==> src/rtl/alu_tx_sequencer.sv <==
// Sequences the four-bit ALU through operand load and execute, then ships the result over the UART.
// Define SEQ_ASCII_EN to send the result as two uppercase ASCII hex digits plus CR instead of one raw byte.
module alu_tx_sequencer #(
    parameter int unsigned SETTLE_CYCLES = 2,
    parameter int unsigned BUSY_TIMEOUT  = 255
) (
    input  logic       clk,
    input  logic       reset_n,
    input  logic       start,
    input  logic [3:0] op_a,
    input  logic [3:0] op_b,
    input  logic [3:0] op_sel,
    input  logic [7:0] alu_result,
    input  logic       uart_busy,
    output logic [3:0] data_input,
    output logic       save_a_n,
    output logic       save_b_n,
    output logic [3:0] alu_ena,
    output logic       uart_tx_en,
    output logic [7:0] uart_data,
    output logic       seq_busy,
    output logic       done,
    output logic       error
);

    typedef enum logic [2:0] {
        S_IDLE,
        S_LOAD_A,
        S_LOAD_B,
        S_EXEC,
        S_SEND,
        S_WAIT_ACK,
        S_WAIT_IDLE,
        S_DONE
    } state_t;

    localparam logic [3:0] SETTLE_LOAD = 4'(SETTLE_CYCLES - 1);
    localparam logic [7:0] TMO_LOAD    = 8'(BUSY_TIMEOUT - 1);

`ifdef SEQ_ASCII_EN
    localparam logic [1:0] LAST_IDX = 2'd2;

    function automatic logic [7:0] hex_char(input logic [3:0] n);
        return (n < 4'd10) ? (8'h30 + {4'h0, n}) : (8'h37 + {4'h0, n});
    endfunction

    function automatic logic [7:0] tx_byte(input logic [7:0] r, input logic [1:0] idx);
        case (idx)
            2'd0:    return hex_char(r[7:4]);
            2'd1:    return hex_char(r[3:0]);
            default: return 8'h0D;
        endcase
    endfunction
`else
    localparam logic [1:0] LAST_IDX = 2'd0;

    function automatic logic [7:0] tx_byte(input logic [7:0] r, input logic [1:0] idx);
        return (idx == 2'd0) ? r : 8'h00;
    endfunction
`endif

    state_t     state, state_next;
    logic [3:0] a_q, b_q, op_q;
    logic [3:0] settle_cnt;
    logic [7:0] tmo_cnt;
    logic [7:0] result_q;
    logic [1:0] byte_idx;
    logic       tmo_expired;
    logic       last_byte;

    // The strobe cycle counts as the first elapsed timeout cycle.
    assign tmo_expired = (tmo_cnt <= 8'd1);
    assign last_byte   = (byte_idx == LAST_IDX);

    always_ff @(posedge clk or negedge reset_n) begin
        if (!reset_n) begin
            state <= S_IDLE;
        end else begin
            state <= state_next;
        end
    end

    always_comb begin
        state_next = state;
        data_input = '0;
        save_a_n   = 1'b1;
        save_b_n   = 1'b1;
        alu_ena    = '0;
        uart_tx_en = 1'b0;
        seq_busy   = 1'b1;
        done       = 1'b0;
        case (state)
            S_IDLE: begin
                seq_busy = 1'b0;
                if (start) state_next = S_LOAD_A;
            end
            S_LOAD_A: begin
                data_input = a_q;
                save_a_n   = 1'b0;
                state_next = S_LOAD_B;
            end
            S_LOAD_B: begin
                data_input = b_q;
                save_b_n   = 1'b0;
                state_next = S_EXEC;
            end
            S_EXEC: begin
                alu_ena = op_q;
                if (settle_cnt == '0) state_next = S_SEND;
            end
            S_SEND: begin
                alu_ena = op_q;
                if (!uart_busy) begin
                    uart_tx_en = 1'b1;
                    state_next = S_WAIT_ACK;
                end
            end
            S_WAIT_ACK: begin
                alu_ena = op_q;
                // A busy rise in the expiry cycle still counts as an acknowledge.
                if (uart_busy)        state_next = S_WAIT_IDLE;
                else if (tmo_expired) state_next = S_DONE;
            end
            S_WAIT_IDLE: begin
                alu_ena = op_q;
                if (!uart_busy) state_next = last_byte ? S_DONE : S_SEND;
            end
            S_DONE: begin
                alu_ena    = op_q;
                done       = 1'b1;
                state_next = S_IDLE;
            end
            default: state_next = S_IDLE;
        endcase
    end

    always_ff @(posedge clk or negedge reset_n) begin
        if (!reset_n) begin
            a_q        <= '0;
            b_q        <= '0;
            op_q       <= '0;
            settle_cnt <= '0;
            tmo_cnt    <= '0;
            result_q   <= '0;
            byte_idx   <= '0;
            uart_data  <= '0;
            error      <= 1'b0;
        end else begin
            case (state)
                S_IDLE: begin
                    if (start) begin
                        a_q   <= op_a;
                        b_q   <= op_b;
                        op_q  <= op_sel;
                        error <= 1'b0;
                    end
                end
                S_LOAD_B: settle_cnt <= SETTLE_LOAD;
                S_EXEC: begin
                    if (settle_cnt == '0) begin
                        result_q  <= alu_result;
                        uart_data <= tx_byte(alu_result, 2'd0);
                        byte_idx  <= '0;
                    end else begin
                        settle_cnt <= settle_cnt - 4'd1;
                    end
                end
                S_SEND: begin
                    if (!uart_busy) tmo_cnt <= TMO_LOAD;
                end
                S_WAIT_ACK: begin
                    if (!uart_busy) begin
                        if (tmo_expired) error <= 1'b1;
                        else             tmo_cnt <= tmo_cnt - 8'd1;
                    end
                end
                S_WAIT_IDLE: begin
                    if (!uart_busy && !last_byte) begin
                        byte_idx  <= byte_idx + 2'd1;
                        uart_data <= tx_byte(result_q, byte_idx + 2'd1);
                    end
                end
                default: ;
            endcase
        end
    end

endmodule

==> config.mk <==
export PLATFORM = sky130hd
export DESIGN_NAME = alu_tx_sequencer
export DESIGN_NICKNAME = d
export VERILOG_FILES = /design/src/rtl/alu_tx_sequencer.sv
export SDC_FILE = /design/constraint.sdc
export NUM_CORES = 1
export LEC_CHECK = 0
export ABC_AREA = 0
export CAP_MARGIN = 15
export CORE_ASPECT_RATIO = 1.4
export CORE_UTILIZATION = 45
export CTS_CLUSTER_DIAMETER = 100
export CTS_CLUSTER_SIZE = 12
export DETAILED_ROUTE_END_ITERATION = 8
export PLACE_DENSITY = 0.71
export SLEW_MARGIN = 20
export SYNTH_ARGS = -nofsm -noshare
export SYNTH_HDL_FRONTEND = slang
export SYNTH_SLANG_ARGS = --single-unit
==> constraint.sdc <==
create_clock -name clk -period 5.7 [get_ports clk]
set_input_delay 0.855 -clock clk [delete_from_list [all_inputs] [get_ports clk]]
set_output_delay 0.855 -clock clk [all_outputs]
set_load 0.01 [all_outputs]
# Yosys cells after proc, flatten, opt, wreduce, memory -nomap -nowiden
# Index checks and enable logic that the tools add are counted.
dict set report classes {
  n_reduce_logical 19
  n_addsub 3
  n_eq_ne 17
  n_mux 33
  magnitude_cmp 1
}
# op count
set op_table {}
lappend op_table {{2-to-1 mux 8 bit} 6}
lappend op_table {{one-hot mux 8 bit (2 select lines)} 2}
lappend op_table {{one-hot mux 3 bit (8 select lines)} 1}
lappend op_table {{2-to-1 mux 3 bit} 6}
lappend op_table {{!= test 2 bit, second input constant} 9}
lappend op_table {{one-hot mux 4 bit (2 select lines)} 2}
lappend op_table {{== test 3 bit, second input constant} 4}
lappend op_table {{2-to-1 mux 1 bit} 9}
lappend op_table {{<= comparator 8 x 1 -> 1 bit, second input constant} 1}
lappend op_table {{2-to-1 mux 4 bit} 2}
lappend op_table {{AND reduction 4 bit} 2}
lappend op_table {{nonzero test 2 bit} 4}
lappend op_table {{subtractor 8 x 1 -> 8 bit, second input constant} 1}
lappend op_table {{== test 3 x 2 -> 1 bit, second input constant} 2}
lappend op_table {{2-to-1 mux 2 bit} 3}
lappend op_table {{AND reduction 2 bit} 3}
lappend op_table {{AND reduction 5 bit} 1}
lappend op_table {{OR reduction 5 bit} 1}
lappend op_table {{logical NOT 2 bit} 2}
lappend op_table {{logical NOT 4 bit} 1}
lappend op_table {{one-hot mux 2 bit (2 select lines)} 1}
lappend op_table {{subtractor 4 x 1 -> 4 bit, second input constant} 1}
lappend op_table {{== test 3 x 1 -> 1 bit, second input constant} 1}
lappend op_table {{logical NOT 3 bit} 1}
lappend op_table {{other kinds (6)} 7}
dict set report word_totals {
  inputBits 24
  ff_bits 46
  word_cells 83
  output_inout_bits 22
}

# Longest topological paths before layout
# Gate-level depths: netlist of the first run.
dict set report depth {
  word_depth 5
  ltp_mapped 6
  mapped_depth_nobuf 6
}

# Worst setup path before layout of the first run
# Ideal clock, no wire load.
dict set report synth_timing {
  path_type {input to output}
  start {in uart_busy}
  end {out uart_tx_en}
  path_buffers 0
  path_stages 3
  path_slack_ps 3508
  t_arrival_ps 1337
  cell_sequence {nor3b_1 > nand2b_1 > inv_1}
}
dict set report synth_between {
  elab_chain_cells 2
}
# element line
set synth_rtl {}
lappend synth_rtl {{start, declared} 14} ;# input logic uart_busy,
lappend synth_rtl {{2-to-1 mux 1 bit} 113} ;# if (!uart_busy) begin
lappend synth_rtl {{2-to-1 mux 1 bit} 92} ;# case (state)
lappend synth_rtl {{end, declared} 19} ;# output logic uart_tx_en,
# Every way passes these cells.

# Final worst setup path of the first run
# Same ends and word-level chain as after synthesis.

==> impl_metrics.csv, run 1 <==
group,metric,value,unit
outcome,status,"complete, no violations",
power,power.leakage,1.21,nW
layout,num-nets-final,290,
setup_path,start_kind,"input port",
timing,setup_viol,0,
logic_synthesis,synth-async-reset-ratio,100,%
grt,antenna_found_initial,0,
logic_synthesis,synthDistinctLibCells,40,
clock_tree,clkSinkCount,46,
timing,timing.slew.headroom,54.6,%
flow_run,max_cap_violations,0,
logic_synthesis,postSynthCellCount,214,
clock_tree,cts_tree,"yes",
layout,n_antenna_cell,0,
logic_synthesis,synth_top_area_cell,"dfrtp_1",
power,ir_worst_vdd,237,µV
drt,vias_per_cell,5.37,
clock_tree,cts_buffers,5,
grt,grtUsageMet1,22.9,%
floorplanning,num_rows,30,
logic_synthesis,synth_top_cell_area_share,50.1,%
grt,grt_pass1_vias,1708,
logic_synthesis,syn_nets,244,
placement,port_buffers,45,
placement,preCtsSetupSlack,2.41,ns
timing,drv_slew,0,
floorplanning,die-area,5400,µm²
timing,setup_ws,2.39,ns
power,p_per_area,476,nW/µm²
floorplanning,io_pins,46,
grt,grtUsageMet3,4.21,%
grt,grt.busiest_layer,"met2",
placement,place_congestion,0.721,
clock_tree,cts_buffer_depth,2,
grt,grt_pass1_wl,8010,µm
layout,area_growth,26.6,%
timing,hold_viol,0,
floorplanning,die_y,86.5,µm
logic_synthesis,seq_area_frac_synth,50.1,%
logic_synthesis,netlist_area,2300,µm²
logic_synthesis,ys_ff_latch,46,
drt,vias,1744,
floorplanning,core_area,4880,µm²
grt,globalRouteTotalUtil,19.1,%
drt,wl,4550,µm
setup_path,critical_path.startpoint,"uart_busy",
timing,tightest_slew,0.671,ns
logic_synthesis,yosys_warnings,0,
clock_tree,insertion_delay,0.30,ns
floorplanning,initial_utilization,47.1,%
clock_tree,clk_pin_slew,0.09,ns
drt,antenna_left,0,
timing,setup_total_negative_slack,0,ns
timing,min_period,3.31,ns
logic_synthesis,synth-main-ff-cell,"dfrtp_1",
timing,post-route-period-util,58.1,%
drt,drt-pass1-iter-count,4,
drt,post-route-drc-count,0,
grt,grt_max_degree,47,
logic_synthesis,netlist_top_cells_area,"dfrtp_1 (50%), mux2_2 (14%), nand2_1 (3.6%)",
logic_synthesis,ys_top_cells_by_count,"dfrtp_1 (46), mux2_2 (29), nand2_1 (22)",
setup_path,setup.worst_path.end_class,"output pin",
floorplanning,die_w,62.4,µm
setup_path,crit_type,"input port to output pin",
min_path,min-delay-start,"op_q[0]",
setup_path,arrival,2.46,ns
clock_tree,cts_root_buffer,"clkbuf_8",
min_path,hold_class,"flop to flop",
clock_tree,postCtsHoldBufs,0,
clock_tree,cts_setup_buffers,0,
logic_synthesis,synth_area_per_cell,10.7,µm²
timing,rsz0062_at_grt,"no",
setup_path,cp_data_required_time,4.85,ns
setup_path,timing.rr.start,"state[2]",
placement,dpl.hpwl,3240,µm
logic_synthesis,yosysMostFrequentCell,"dfrtp_1",
grt,grt_overflow,0,
clock_tree,cts_resized,0,
drt,drtIter0Drc,61,
logic_synthesis,synth_edf_count,0,
layout,drive_gt1_share,16.5,%
timing,max_freq,302,MHz
timing,fin_skew,0.00927,ns
grt,use_met2,33.7,%
clock_tree,htree_levels,2,
setup_path,crit_fanout,5,
drt,wl_per_cell,14.0,µm
==> layout by cell type (no fill, tap or decap), types with 6 or more instances in the layout <==
cell             netlist  final
o21ai_0               13     13
mux2_2                29     29
inv_1                 13     13
clkdlybuf4s50_1        0     44
nor2_1                10     10
nand2_1               22     22
ha_1                   6      6
a21oi_1                6      6
dfrtp_1               46     46
==> logic make-up (layout without fill, tap and decap cells) <==
logic type	after synthesis	count (layout)	share of synthesized area, %
AOI/OAI and AO/OA	37	37	10.3
buffers and inverters	20	67	3.54
adders and majority gates	6	6	3.27
and+or+nand+nor	74	74	17.8
muxes	29	29	14.2
DFF	46	46	50.1
xor gates and xnor gates	2	2	0.763
==> cell type report <==
type,count,area (µm²)
clock inverter,2,37.5
inverter,13,48.8
timing repair buffer,46,453
multi-input combinational,148,1060
fill,419,1970
clock buffer,6,72.6
sequential,46,1150
tap,64,80.1
==> per-stage QoR <==
stage                     cell area, µm²  power [mW]  util (%)  instances  hold WS, ns
after global placement              2800        1.14      57.3        317        0.480
after detailed placement            2800        1.15      57.3        317        0.488
after global routing                2910        1.48      59.6        325        0.524
after CTS                           2910        1.40      59.6        325        0.510
after floorplan                     2300       0.912         -        214        0.461
final                               2910        1.38      59.6        325        0.504
==> routing by layer <==
| metal | vias up | routed length (µm) |
|---|---|---|
| li1 | 854 | - |
| met1 | 850 | 1980 |
| met2 | 35 | 2340 |
| met3 | 5 | 162 |
| met4 | 0 | 64 |
| met5 | - | 0 |
==> registers in the layout (all words and copies together) (netlist names), 3 cells and up <==
name / cells
b_q: 4
settle_cnt: 4
result_q: 8
op_q: 4
a_q: 4
state: 3
uart_data: 8
tmo_cnt: 8
==> power breakdown <==
group	internal [mW]	switching, mW	total, mW
Sequential	0.469	0.117	0.586
Combinational	0.324	0.230	0.555
Clock	0.131	0.111	0.242
==> path summary, 6_finish.rpt <==
| path | end | slack [ns] | depth (start not counted) |
|---|---|---|---|
| worst max-delay path | uart_tx_en | 2.39 | 5 |
| worst min-delay path | op_q[0] | 0.50 | 1 |
| worst max register to register | tmo_cnt[6] | 3.58 | 4 |
| worst min register to register | op_q[0] | 0.50 | 1 |
| max in group asynchronous | uart_data[2] | 4.68 | 2 |
| min in group asynchronous | op_q[0] | 0.62 | 2 |
==> critical path: stages <==
cell             delay [ns]
clkdlybuf4s50_1        0.49
nor3b_1                0.29
nand2b_1               0.17
inv_1                  0.12
clkdlybuf4s50_1        0.53
Power figures use the tool's default switching activity.
==> run 2, diff against run 1 <==
--- a/config.mk
+++ b/config.mk
@@ -12,7 +12,7 @@
 export CTS_CLUSTER_DIAMETER = 100
 export CTS_CLUSTER_SIZE = 12
 export DETAILED_ROUTE_END_ITERATION = 8
-export PLACE_DENSITY = 0.71
+export PLACE_DENSITY = 0.74
 export SLEW_MARGIN = 20
 export SYNTH_ARGS = -nofsm -noshare
 export SYNTH_HDL_FRONTEND = slang
==> constraint.sdc (replaced) <==
create_clock -name clk -period 3 [get_ports clk]
set_input_delay 0.45 -clock clk [delete_from_list [all_inputs] [get_ports clk]]
set_output_delay 0.45 -clock clk [all_outputs]
set_load 0.01 [all_outputs]
==> run 2 against run 1 <==
Net effect:
- global-route usage shrank 1.4 points
- final area shrank 0.47%
- clock power grew 53%
- largest power group unchanged
==> impl_metrics.csv, run 2 (synthesized netlist as in run 1, its figures left out) <==
group,metric,value,unit
placement,place_congestion,0.756,
setup_path,cp_data_required_time,2.55,ns
timing,timing.slew.headroom,55.4,%
setup_path,start_kind,"flop",
timing,max_freq,390,MHz
drt,antenna_left,0,
drt,vias_per_cell,5.32,
drt,vias,1734,
grt,grt_max_degree,47,
timing,post-route-period-util,85.5,%
floorplanning,die_w,62.4,µm
clock_tree,insertion_delay,0.30,ns
timing,setup_total_negative_slack,0,ns
timing,fin_skew,0.0108,ns
timing,tightest_slew,0.668,ns
floorplanning,core_area,4880,µm²
grt,use_met2,32.2,%
placement,port_buffers,45,
clock_tree,cts_setup_buffers,0,
grt,grt.busiest_layer,"met2",
power,ir_worst_vdd,473,µV
min_path,hold_class,"input port to asynchronous set/reset pin",
grt,antenna_found_initial,0,
layout,drive_gt1_share,16.8,%
clock_tree,cts_tree,"yes",
grt,grtUsageMet3,2.89,%
floorplanning,initial_utilization,47.1,%
grt,grt_overflow,0,
layout,final_cell_mix,"dfrtp_1 (46), clkdlybuf4s50_1 (44), mux2_2 (29)",
setup_path,crit_type,"flop to output pin",
drt,drt-pass1-iter-count,4,
layout,n_antenna_cell,0,
grt,grt_pass1_wl,7560,µm
timing,setup_viol,0,
layout,top_regs,"result_q: 8 flops, tmo_cnt: 8 flops, uart_data: 8 flops",
power,p_total,2.54,mW
floorplanning,die-area,5400,µm²
clock_tree,cts_root_buffer,"clkbuf_8",
floorplanning,die_y,86.5,µm
layout,num-nets-final,291,
floorplanning,io_pins,46,
clock_tree,cts_buffers,5,
layout,mostFrequentLayoutCell,"dfrtp_1",
setup_path,arrival,2.12,ns
clock_tree,cts_buffer_depth,2,
drt,wl_per_cell,13.3,µm
power,power.leakage,1.21,nW
layout,area_growth,26.0,%
setup_path,setup.worst_path.end_class,"output pin",
placement,dpl.hpwl,3080,µm
timing,drv_slew,0,
timing,hold_viol,0,
drt,wl,4350,µm
outcome,status,"complete, no violations",
clock_tree,clkSinkCount,46,
clock_tree,clk_pin_slew,0.09,ns
setup_path,crit_fanout,15,
clock_tree,postCtsHoldBufs,0,
grt,grt_pass1_vias,1728,
drt,post-route-drc-count,0,
clock_tree,htree_levels,2,
flow_run,max_cap_violations,0,
power,p_per_area,879,nW/µm²
grt,grtUsageMet1,21.0,%
drt,drtIter0Drc,110,
floorplanning,num_rows,30,
timing,rsz0062_at_grt,"no",
clock_tree,cts_resized,0,
grt,globalRouteTotalUtil,17.7,%
timing,min_period,2.57,ns
-- run 2: report_power, final --
part / internal (mW) / switching [mW] / leakage [nW] / total (mW)
combinational: 0.629 / 0.436 / 0.625 / 1.07
sequential: 0.891 / 0.217 / 0.539 / 1.11
clock: 0.165 / 0.206 / 0.0452 / 0.370
-- run 2: worst max-delay path: stages, from the launching register on --
cell and delay (ns):
dfrtp_1 0.53, nand2b_1 0.24, nor2_1 0.32, a22o_1 0.19, clkdlybuf4s50_1 0.54
-- run 2: layer usage --
metal | routed length (µm) | part of all wire [%]
met4 | 65 | 1.5
met2 | 2180 | 50
met5 | 0 | 0
met3 | 140 | 3.2
met1 | 1960 | 45
-- run 2: worst paths after layout --
kind | start | end | slack, ns | depth (start not counted)
min | reset_n | b_q[1] | 0.15 | 1
min in group clk | settle_cnt[0] | settle_cnt[0] | 0.50 | 1
max reg2reg | state[2] | tmo_cnt[6] | 0.91 | 4
max | state[1] | data_input[0] | 0.43 | 4
min reg2reg | settle_cnt[0] | settle_cnt[0] | 0.50 | 1
max in group asynchronous | reset_n | uart_data[4] | 2.44 | 1
-- run 2: layout make-up --
cell class	count	area [µm²]
clock buffers	6	72.6
clock inverters	2	13.8
fillers	424	1990
inverters	13	48.8
multi-input cells	148	1060
flip-flops and latches	46	1150
well taps	64	80.1
repair buffers	47	463
-- run 2: stage by stage --
stage | std cells | instance area (µm²) | utilization, % | hold slack (ns) | setup slack [ns]
6_report | 326 | 2890 | 59.3 | 0.145 | 0.434
5_1_grt | 326 | 2890 | 59.3 | 0.193 | 0.269
4_1_cts | 326 | 2890 | 59.3 | 0.363 | 0.420
3_5_place_dp | 318 | 2810 | 57.5 | 0.489 | 0.503
3_3_place_gp | 318 | 2810 | 57.5 | 0.480 | 0.526
2_1_floorplan | 214 | 2300 | - | 0.154 | 1.12
